[config.mk]
export PLATFORM = sky130hd
export DESIGN_NAME = cp0_regs
export DESIGN_NICKNAME = d
export VERILOG_FILES = /design/src/rtl/cp0_regs.sv
export SDC_FILE = /design/constraint.sdc
export NUM_CORES = 1
export LEC_CHECK = 0
export ABC_AREA = 1
export BUFFER_PORTS_ARGS = -buffer_cell sky130_fd_sc_hd__buf_2
export CAP_MARGIN = 20
export CORE_MARGIN = 4
export CORE_UTILIZATION = 50
export DETAILED_ROUTE_END_ITERATION = 12
export GPL_TIMING_DRIVEN = 0
export PLACE_DENSITY = 0.78
export SLEW_MARGIN = 20
export SYNTH_ARGS = -nofsm -noshare
export SYNTH_HDL_FRONTEND = slang
export SYNTH_SLANG_ARGS = --single-unit
[constraint.sdc]
create_clock -name clk -period 1.8 [get_ports clk]
set_input_delay 0.09 -clock clk [delete_from_list [all_inputs] [get_ports clk]]
set_output_delay 0.09 -clock clk [all_outputs]
set_load 0.02 [all_outputs]
[src/rtl/cp0_regs.sv]
// Coprocessor-0 register file: SR, Cause, EPC, PRId, exception/interrupt entry and eret forwarding.
module cp0_regs #(
   parameter logic [31:0] PRID     = 32'h2022_1106,
   parameter int unsigned HW_INT_W = 6
) (
   input  logic                clk,
   input  logic                reset,
   input  logic                en,
   input  logic [4:0]          cp0_addr,
   input  logic [31:0]         cp0_in,
   output logic [31:0]         cp0_out,
   input  logic [31:0]         vpc,
   input  logic                bd_in,
   input  logic [4:0]          exc_code_in,
   input  logic [HW_INT_W-1:0] hw_int,
   input  logic                exl_clr,
   output logic                req,
   output logic [31:0]         EPC_out
);

   localparam logic [4:0] ADDR_SR    = 5'd12;
   localparam logic [4:0] ADDR_CAUSE = 5'd13;
   localparam logic [4:0] ADDR_EPC   = 5'd14;
   localparam logic [4:0] ADDR_PRID  = 5'd15;

   logic [HW_INT_W-1:0] im_q, im_d;
   logic                exl_q, exl_d;
   logic                ie_q, ie_d;
   logic                bd_q, bd_d;
   logic [HW_INT_W-1:0] ip_q, ip_d;
   logic [4:0]          exc_code_q, exc_code_d;
   logic [31:0]         epc_q, epc_d;

   logic        int_req;
   logic        exc_req;
   logic        wr_sr;
   logic        wr_epc;
   logic [31:0] sr_val;
   logic [31:0] cause_val;

   // Entry decision uses the live interrupt lines; EXL blocks any nested entry.
   always_comb begin
      int_req = (|(hw_int & im_q)) & ie_q & ~exl_q;
      exc_req = (exc_code_in != 5'd0) & ~exl_q;
      req     = int_req | exc_req;
      wr_sr   = en & ~req & (cp0_addr == ADDR_SR);
      wr_epc  = en & ~req & (cp0_addr == ADDR_EPC);
   end

   // Next-state: entry beats eret, eret beats the mtc0 EXL bit.
   always_comb begin
      im_d       = im_q;
      exl_d      = exl_q;
      ie_d       = ie_q;
      bd_d       = bd_q;
      ip_d       = hw_int;
      exc_code_d = exc_code_q;
      epc_d      = epc_q;
      if (req) begin
         exl_d      = 1'b1;
         bd_d       = bd_in;
         exc_code_d = int_req ? 5'd0 : exc_code_in;
         epc_d      = bd_in ? (vpc - 32'd4) : vpc;
      end else begin
         if (wr_sr) begin
            im_d  = cp0_in[15:10];
            ie_d  = cp0_in[0];
            exl_d = cp0_in[1];
         end
         if (wr_epc) begin
            epc_d = cp0_in;
         end
         if (exl_clr) begin
            exl_d = 1'b0;
         end
      end
   end

   // Register state with asynchronous clear.
   always_ff @(posedge clk or posedge reset) begin
      if (reset) begin
         im_q       <= '0;
         exl_q      <= 1'b0;
         ie_q       <= 1'b0;
         bd_q       <= 1'b0;
         ip_q       <= '0;
         exc_code_q <= 5'd0;
         epc_q      <= 32'd0;
      end else begin
         im_q       <= im_d;
         exl_q      <= exl_d;
         ie_q       <= ie_d;
         bd_q       <= bd_d;
         ip_q       <= ip_d;
         exc_code_q <= exc_code_d;
         epc_q      <= epc_d;
      end
   end

   // Read mux and EPC forwarding so mtc0 EPC followed by eret returns to the new address.
   always_comb begin
      sr_val    = {16'd0, im_q, 8'd0, exl_q, ie_q};
      cause_val = {bd_q, 15'd0, ip_q, 3'd0, exc_code_q, 2'd0};
      case (cp0_addr)
         ADDR_SR:    cp0_out = sr_val;
         ADDR_CAUSE: cp0_out = cause_val;
         ADDR_EPC:   cp0_out = epc_q;
         ADDR_PRID:  cp0_out = PRID;
         default:    cp0_out = 32'd0;
      endcase
      EPC_out = wr_epc ? cp0_in : epc_q;
   end

endmodule
# Word level (Yosys, flattened, before mapping)
# Index checks and enable logic that the tools add are counted.
[word_totals] ff_bits=52 wordCells=34
[classes] n_eq_ne=4 bitwise_logic=10 addsub=1 n_reduce_logical=4 muxes=8
[op_table] operator="$pmux 32 s4" n=1
[op_table] operator="$mux 32" n=3
[op_table] operator="$sub 32x3->32 const B" n=1
[op_table] operator="$eq 5x4->1 const B" n=4
[op_table] operator="$and 1x1->1" n=6
[op_table] operator="$and 6x6->6" n=1
[op_table] operator="$reduce_or 6->1" n=1
[op_table] operator="$mux 5" n=1
[op_table] operator="$reduce_bool 5->1" n=1
[op_table] operator="$mux 1" n=3
[op_table] operator="$reduce_bool 3->1" n=1
[op_table] operator="$not 1->1" n=2
[op_table] operator="$reduce_and 2->1" n=1
[op_table] operator="$or 1x1->1" n=1

# Longest topological paths before layout
# Gate-level depths: netlist of the first run.
[logic_depth] ltp_word=11 ltp_mapped=11 ltp_nobuf=11

# Worst setup path after synthesis of the first run
# No wires, ideal clock.
[synth_path] path_type="register to output" start="register im_q[5]" end="output EPC_out[17]" path_stages_with_launch=10 t_required_ps=1710 arrival_time_ps=1430 n_path_buf=1 path_slack_ps=280 cell_sequence="dfrtp_1 nand2_1 nand2_1 nor2_1 nand2_1 nand2_1 nand4_2 buf_2 nand2_1 and2_1"
[synth_between] elab_chain_cells=9
[synth_rtl] item="from (decl)" line_no="26" source="logic [HW_INT_W-1:0] im_q, im_d;"
[synth_rtl] item="from (signal assigned)" line_no="90" source="im_q <= im_d;"
[synth_rtl] item="$and 6x6->6" line_no="43" source="int_req = (|(hw_int & im_q)) & ie_q & ~exl_q;"
[synth_rtl] item="$reduce_or 6->1" line_no="43"
[synth_rtl] item="$and 1x1->1 (2 in series)" line_no="43"
[synth_rtl] item="$or 1x1->1" line_no="45" source="req = int_req | exc_req;"
[synth_rtl] item="$not 1->1 (no source line)"
[synth_rtl] item="$and 1x1->1 (2 in series)" line_no="47" source="wr_epc = en & ~req & (cp0_addr == ADDR_EPC);"
[synth_rtl] item="$mux 32"
[synth_rtl] item="to (decl)" line_no="18" source="output logic [31:0] EPC_out"
# Every way passes these cells.

# Final worst setup path of the first run
[layout_path] start="register im_q[2]" end="output EPC_out[7]"
# Same word-level chain as after synthesis.

==> impl_metrics.ini, run 1 <==
[synth]
ys.flop_type = dfrtp_1
syn_avg_cell_area_um2 = 6.340
yosysTopAreaCell = dfrtp_1
synthCells = 637
synthDistinctLibCells = 35
yosysSeqAreaShare_pct = 32.22
async_reset_ff_share_pct = 100.0
yosys-top-cells-area = dfrtp_1, nand2_1, inv_1
syn-num-nets = 723
syn_area_um2 = 4039
synth_edf_count = 0
synth_top_area_share_pct = 32.22
yosysWarnings = 0
ys_seq_elements = 52

[critical_path]
path_max_fanout = 5
crit_path_start_kind = flip-flop
arrival_ps = 1970
crit_type = flip-flop to output port
critical_path.max_stage_delay_ps = 410
cp_slowest_cell = dfrtp_1
critical_path_required_ps = 1710
crit_chain = nand2_1 -> nand2_1 -> nor2_2 -> nand2_2 -> a21oi_4 -> buf_4 -> buf_4 -> nand4_1 -> and2_1 -> buf_2
crit_path_end_kind = output port

[route]
vias = 4997
vias_per_cell = 5.414
met1_length_mm = 5.491
routed_wl_mm = 14.41
wl_per_cell_um = 15.61
ant_nets = 0
highest_layer = met4
dr_wl_met3_mm = 1.482
remaining_drc_errors = 0
dr_wl_met2_mm = 7.023
firstDrtPassIters = 6
drt_iter0_drc = 454

[clock_tree]
max-clock-path-buffers = 2
root_buffer = clkbuf_8
cts_tree = done
cts_made_buffers = 5
clock_latency_ps = 310
htreeDepth = 2
cts_sinks = 52
path_clk_slew_ps = 100

[grt]
gr-total-overflow = 0
grt_max_degree = 25
grt_pass1_wl_mm = 22.30
grt.total_usage_pct = 28.69
antenna_found_initial = 0
grt_pass1_vias = 4764

[timing]
fin_ws_ps = -264.6
setup_viol = 32
rsz0062_at_grt = true
final_max_slew_viol_count = 0
period_minus_slack_ps = 2065
hold_violations = 0
relSlewSlack_pct = 59.44
worstMarginPinSlew_ps = 608.4
skew_ps = 6.964
max_freq_mhz = 484.4
final.setup.tns_ps = -6909
post-route-period-util_pct = 114.7

[finish]
layout-drive-gt1-share_pct = 28.87
antenna_cells = 0
fin_util_pct = 70.61
synthToLayoutAreaGrowth_pct = 36.49
nNetsFinal = 906

[floorplanning]
core_um2 = 7807
die_w_um = 97.88
fp.dieArea_um2 = 9580
rows = 32
ios = 150
initial_core_util_pct = 51.73
fp.dieH_um = 97.88

[flow_run]
drv_cap = 0

[power_and_ir_drop]
powerDensity_nw_per_um2 = 1234
p_seq_share_pct = 26.5
peakVddDrop_v = 0.0005032
internal_power_mw = 3.733
p_leak_nw = 3.079
comb_power_share_pct = 62.9
p_clk_share_pct = 10.5
swShare_pct = 45.14
power.switching_mw = 3.072

[place]
dp_hpwl_mm = 11.06
routabilityCongestion = 0.9425
port_buffers = 148

[run_status]
violations = setup timing
run_status = finished with violations

[min_path]
worstHoldPathType = input pin to flip-flop
sequential cells by signal (all words and copies together), names as in the netlist:
name        flops
bd_q            1
epc_q          32
ie_q            1
ip_q            6
exc_code_q      5
exl_q           1
im_q            6
placed cells by master, fill, tap and decap left out, types with 3 or more instances in the layout:
cell type and n:
inv_2 3, clkbuf_1 7, buf_4 23, nand2_1 174, xnor2_1 7, o21ai_1 11, dfrtp_1 52, nand2_2 8
nor2_1 73, buf_1 3, inv_1 100, nor2_2 8, dlygate4sd3_1 7, and2_1 15, buf_2 133, o21ai_0 16
nand3b_1 4, nand4_1 44, xor2_1 6, buf_6 23, nand3_1 47, o211ai_1 6, clkbuf_8 6, o22ai_1 3
and2_4 17
repair_timing:
| action | 4_1_cts | 5_1_grt |
|---|---|---|
| setup buffers | 10 | 4 |
| hold buffers | 7 | 0 |
| endpoints found under the setup margin | 33 | 60 |
| gates resized for setup | 32 | 52 |
| gates cloned | 3 | 2 |
| pin swaps | 4 | 11 |
| endpoints found under the hold margin | 32 | 0 |
worst paths after layout:
path                       slack (ps)          to  cells after the start  startpoint
setup / recovery                 -260  EPC_out[7]                     10     im_q[2]
hold / removal                      8    epc_q[0]                      3      vpc[0]
setup reg to reg                   70   epc_q[10]                     10       exl_q
hold reg to reg                   530        ie_q                      2        ie_q
max in group asynchronous         950   epc_q[12]                      5       reset
min in group asynchronous         250   epc_q[28]                      3       reset
power groups by stage:
| stage | Sequential (mW) | Combinational [mW] | Clock, mW |
|---|---|---|---|
| floorplan | 1.78 | 2.32 | 0 |
| global placement | 1.80 | 3.32 | 0 |
| detailed placement | 1.82 | 3.40 | 0 |
| CTS | 1.79 | 3.80 | 0.715 |
| global route | 1.84 | 4.58 | 0.766 |
| finish | 1.81 | 4.28 | 0.718 |
critical path, delay by kind of cell (launching register included):
family	cells	cell delay (ps)
buf+inv	3	460
simple gates	6	640
compound gates	1	150
flops	1	410
metal layers:
layer / track usage, % / vias up
li1: - / 2373
met5: 0 / -
met2: 49.95 / 308
met3: 3.286 / 38
met4: 10.97 / 0
met1: 36.42 / 2278
cell usage after synthesis (4+ instances only):
library cell / number
xor2_1: 6
buf_2: 9
nand3b_1: 4
dfrtp_1: 52
nor2_1: 75
o21ai_0: 16
nor2_2: 6
clkbuf_1: 7
xnor2_1: 7
nand3_1: 47
inv_1: 101
nand4_1: 44
buf_4: 4
nand2_1: 180
nand2_2: 4
o211ai_1: 6
o21ai_1: 11
and2_1: 32
final cells by class:
type,count,area (um2)
Buffer,24,178.9
Inverter,104,390.4
Clock buffer,6,82.58
Multi-Input combinational cell,457,2313
Clock inverter,2,15.01
Timing Repair Buffer,176,1104
Sequential cell,52,1301
Fill cell,689,2295
Tap cell,102,127.6
kinds of logic after synthesis:
logic type                 after synthesis  synth area share [%]
and+or+nand+nor                        400                 45.60
buffers and inverters                  128                 12.73
DFF                                     52                 32.22
AOI/OAI and AO/OA                       43                 6.320
xor gates and xnor gates                13                 2.819
adders and majority gates                1                0.3097
metrics by stage:
stage | instances | cell area, um2 | total power [mW] | worst slack (ps) | hold WS, ps
after CTS | 917 | 5315 | 6.309 | -226.3 | 2.646
final | 923 | 5513 | 6.805 | -264.6 | 8.102
after global routing | 923 | 5513 | 7.187 | -363.5 | 16.40
after floorplan | 637 | 4039 | 4.100 | 280.3 | 121.4
after global placement | 887 | 4907 | 5.120 | -253.3 | 212.9
after detailed placement | 889 | 4955 | 5.225 | -110.3 | 47.66
Note: power is estimated with default switching activity, not from simulation.
==> run 2: changes to the inputs <==
--- a/config.mk
+++ b/config.mk
@@ -9,10 +9,11 @@
 export BUFFER_PORTS_ARGS = -buffer_cell sky130_fd_sc_hd__buf_2
 export CAP_MARGIN = 20
 export CORE_MARGIN = 4
-export CORE_UTILIZATION = 50
+export CORE_UTILIZATION = 52
+export CTS_BUF_LIST = sky130_fd_sc_hd__clkbuf_8
 export DETAILED_ROUTE_END_ITERATION = 12
-export GPL_TIMING_DRIVEN = 0
-export PLACE_DENSITY = 0.78
+export PLACE_DENSITY = 0.81
+export REMOVE_ABC_BUFFERS = 1
 export SLEW_MARGIN = 20
 export SYNTH_ARGS = -nofsm -noshare
 export SYNTH_HDL_FRONTEND = slang
==> impl_metrics.ini, run 2 (synthesized netlist as in run 1, its figures left out) <==
[run_status]
run_status = finished with violations
violations = setup timing

[route]
remaining_drc_errors = 0
met1_length_mm = 5.887
firstDrtPassIters = 5
dr_wl_met3_mm = 1.099
ant_nets = 0
drt_iter0_drc = 431
vias_per_cell = 5.509
vias = 5035
highest_layer = met4
wl_per_cell_um = 16.23
routed_wl_mm = 14.84
dr_wl_met2_mm = 7.467

[clock_tree]
clock_latency_ps = 320
htreeDepth = 2
cts_sinks = 52
max-clock-path-buffers = 2
root_buffer = clkbuf_8
path_clk_slew_ps = 110
cts_made_buffers = 5
cts_tree = done

[power_and_ir_drop]
p_leak_nw = 3.180
powerDensity_nw_per_um2 = 1292
peakVddDrop_v = 0.0006279
power_mw = 7.398

[finish]
nNetsFinal = 900
most-common-layout-cells = nand2_1, buf_2, inv_1, nor2_1, dfrtp_1
regArea_um2 = 1301
instances_no_fill = 914
regMostFlops = epc_q
fillCellCount = 566
layout-drive-gt1-share_pct = 31.41
reg.largest.list = epc_q: 32 flops, im_q: 6 flops, ip_q: 6 flops
synthToLayoutAreaGrowth_pct = 41.76
largest_register_ff_count = 32
final_common_cell = nand2_1
multiInputGateArea_um2 = 2365
antenna_cells = 0

[timing]
relSlewSlack_pct = 73.23
final.setup.tns_ps = -8303
max_freq_mhz = 471.4
setup_viol = 39
fin_hold_ws_ps = 26.34
final_max_slew_viol_count = 0
rsz0062_at_grt = true
fin_ws_ps = -321.3
period_minus_slack_ps = 2121
post-route-period-util_pct = 117.9
hold_violations = 0
skew_ps = 10.61
worstMarginPinSlew_ps = 401.5

[critical_path]
arrival_ps = 2030
path_max_fanout = 10
crit_path_start_kind = flip-flop
critical_path_required_ps = 1710
crit_type = flip-flop to output port
crit_path_end_kind = output port

[place]
dp_hpwl_mm = 10.20
placed_cells = 875
port_buffers = 149
routabilityCongestion = 0.8831

[floorplanning]
fp.dieArea_um2 = 9241
core_um2 = 7408
initial_core_util_pct = 54.52
die_w_um = 96.13
fp.dieH_um = 96.13
ios = 150
rows = 31

[grt]
grt_pass1_wl_mm = 22.37
antenna_found_initial = 0
grt_max_degree = 53
grt.total_usage_pct = 30.59
grt_pass1_vias = 4832
gr-total-overflow = 0

[min_path]
worstHoldPathType = input pin to flip-flop

[flow_run]
drv_cap = 0
[run 2: path summary, 6_finish.rpt]
kind                       depth (start not counted)           start  slack (ps)       endpoint
setup / recovery                                  10         im_q[5]        -320    EPC_out[26]
hold / removal                                     3  exc_code_in[2]          30  exc_code_q[2]
setup reg to reg                                  11         im_q[5]         -70        im_q[0]
hold reg to reg                                    2            ie_q         550           ie_q
max in group asynchronous                          4           reset        1180      epc_q[12]
min in group asynchronous                          4           reset         370      epc_q[18]
[run 2: cell type report]
type / count / share of cell area (%)
Timing Repair Buffer: 194 / 25.22
Inverter: 104 / 6.906
Tap cell: 99 / 2.163
Multi-Input combinational cell: 457 / 41.30
Clock buffer: 5 / 1.202
Clock inverter: 3 / 0.4808
Sequential cell: 52 / 22.73
[run 2: metal layers]
layer / vias to the layer above / track usage [%]
li1: 2357 / -
met1: 2370 / 38.90
met2: 273 / 53.02
met3: 35 / 4.378
met4: 0 / 10.07
met5: - / 0
[run 2: timing repair]
| action | CTS | global route |
|---|---|---|
| resized for setup | 43 | 67 |
| buffers inserted | 9 | 9 |
| endpoints found under the setup margin | 33 | 50 |
| pin swaps | 1 | 2 |
| gates cloned | 3 | 0 |
| hold buffers | 9 | 1 |
| endpoints found under the hold margin | 61 | 1 |
[run 2: report_power, final]
group,switching (mW),leakage [nW],total (mW),internal (mW)
logic,2.53,2.50,4.83,2.29
registers,0.187,0.634,1.83,1.64
clock network,0.454,0.0463,0.741,0.287
[run 2: critical path, cell delays in order, from the launching register on]
cell and delay (ps):
dfrtp_1 400, nand2_1 80, nand2_1 70, nor2_2 120, nand2_2 90, a21oi_4 210, buf_12 140, buf_12 120
nand4_1 140, and2_4 190, buf_4 150
[run 2: stage by stage]
stage	setup slack [ps]	area [um2]	util, %
3_3_place_gp	133.7	4965	67.02
6_report	-321.3	5725	77.28
2_1_floorplan	-656.6	3915	-
5_1_grt	-409.8	5725	77.28
4_1_cts	-233.1	5459	73.69
3_5_place_dp	15.91	4965	67.02
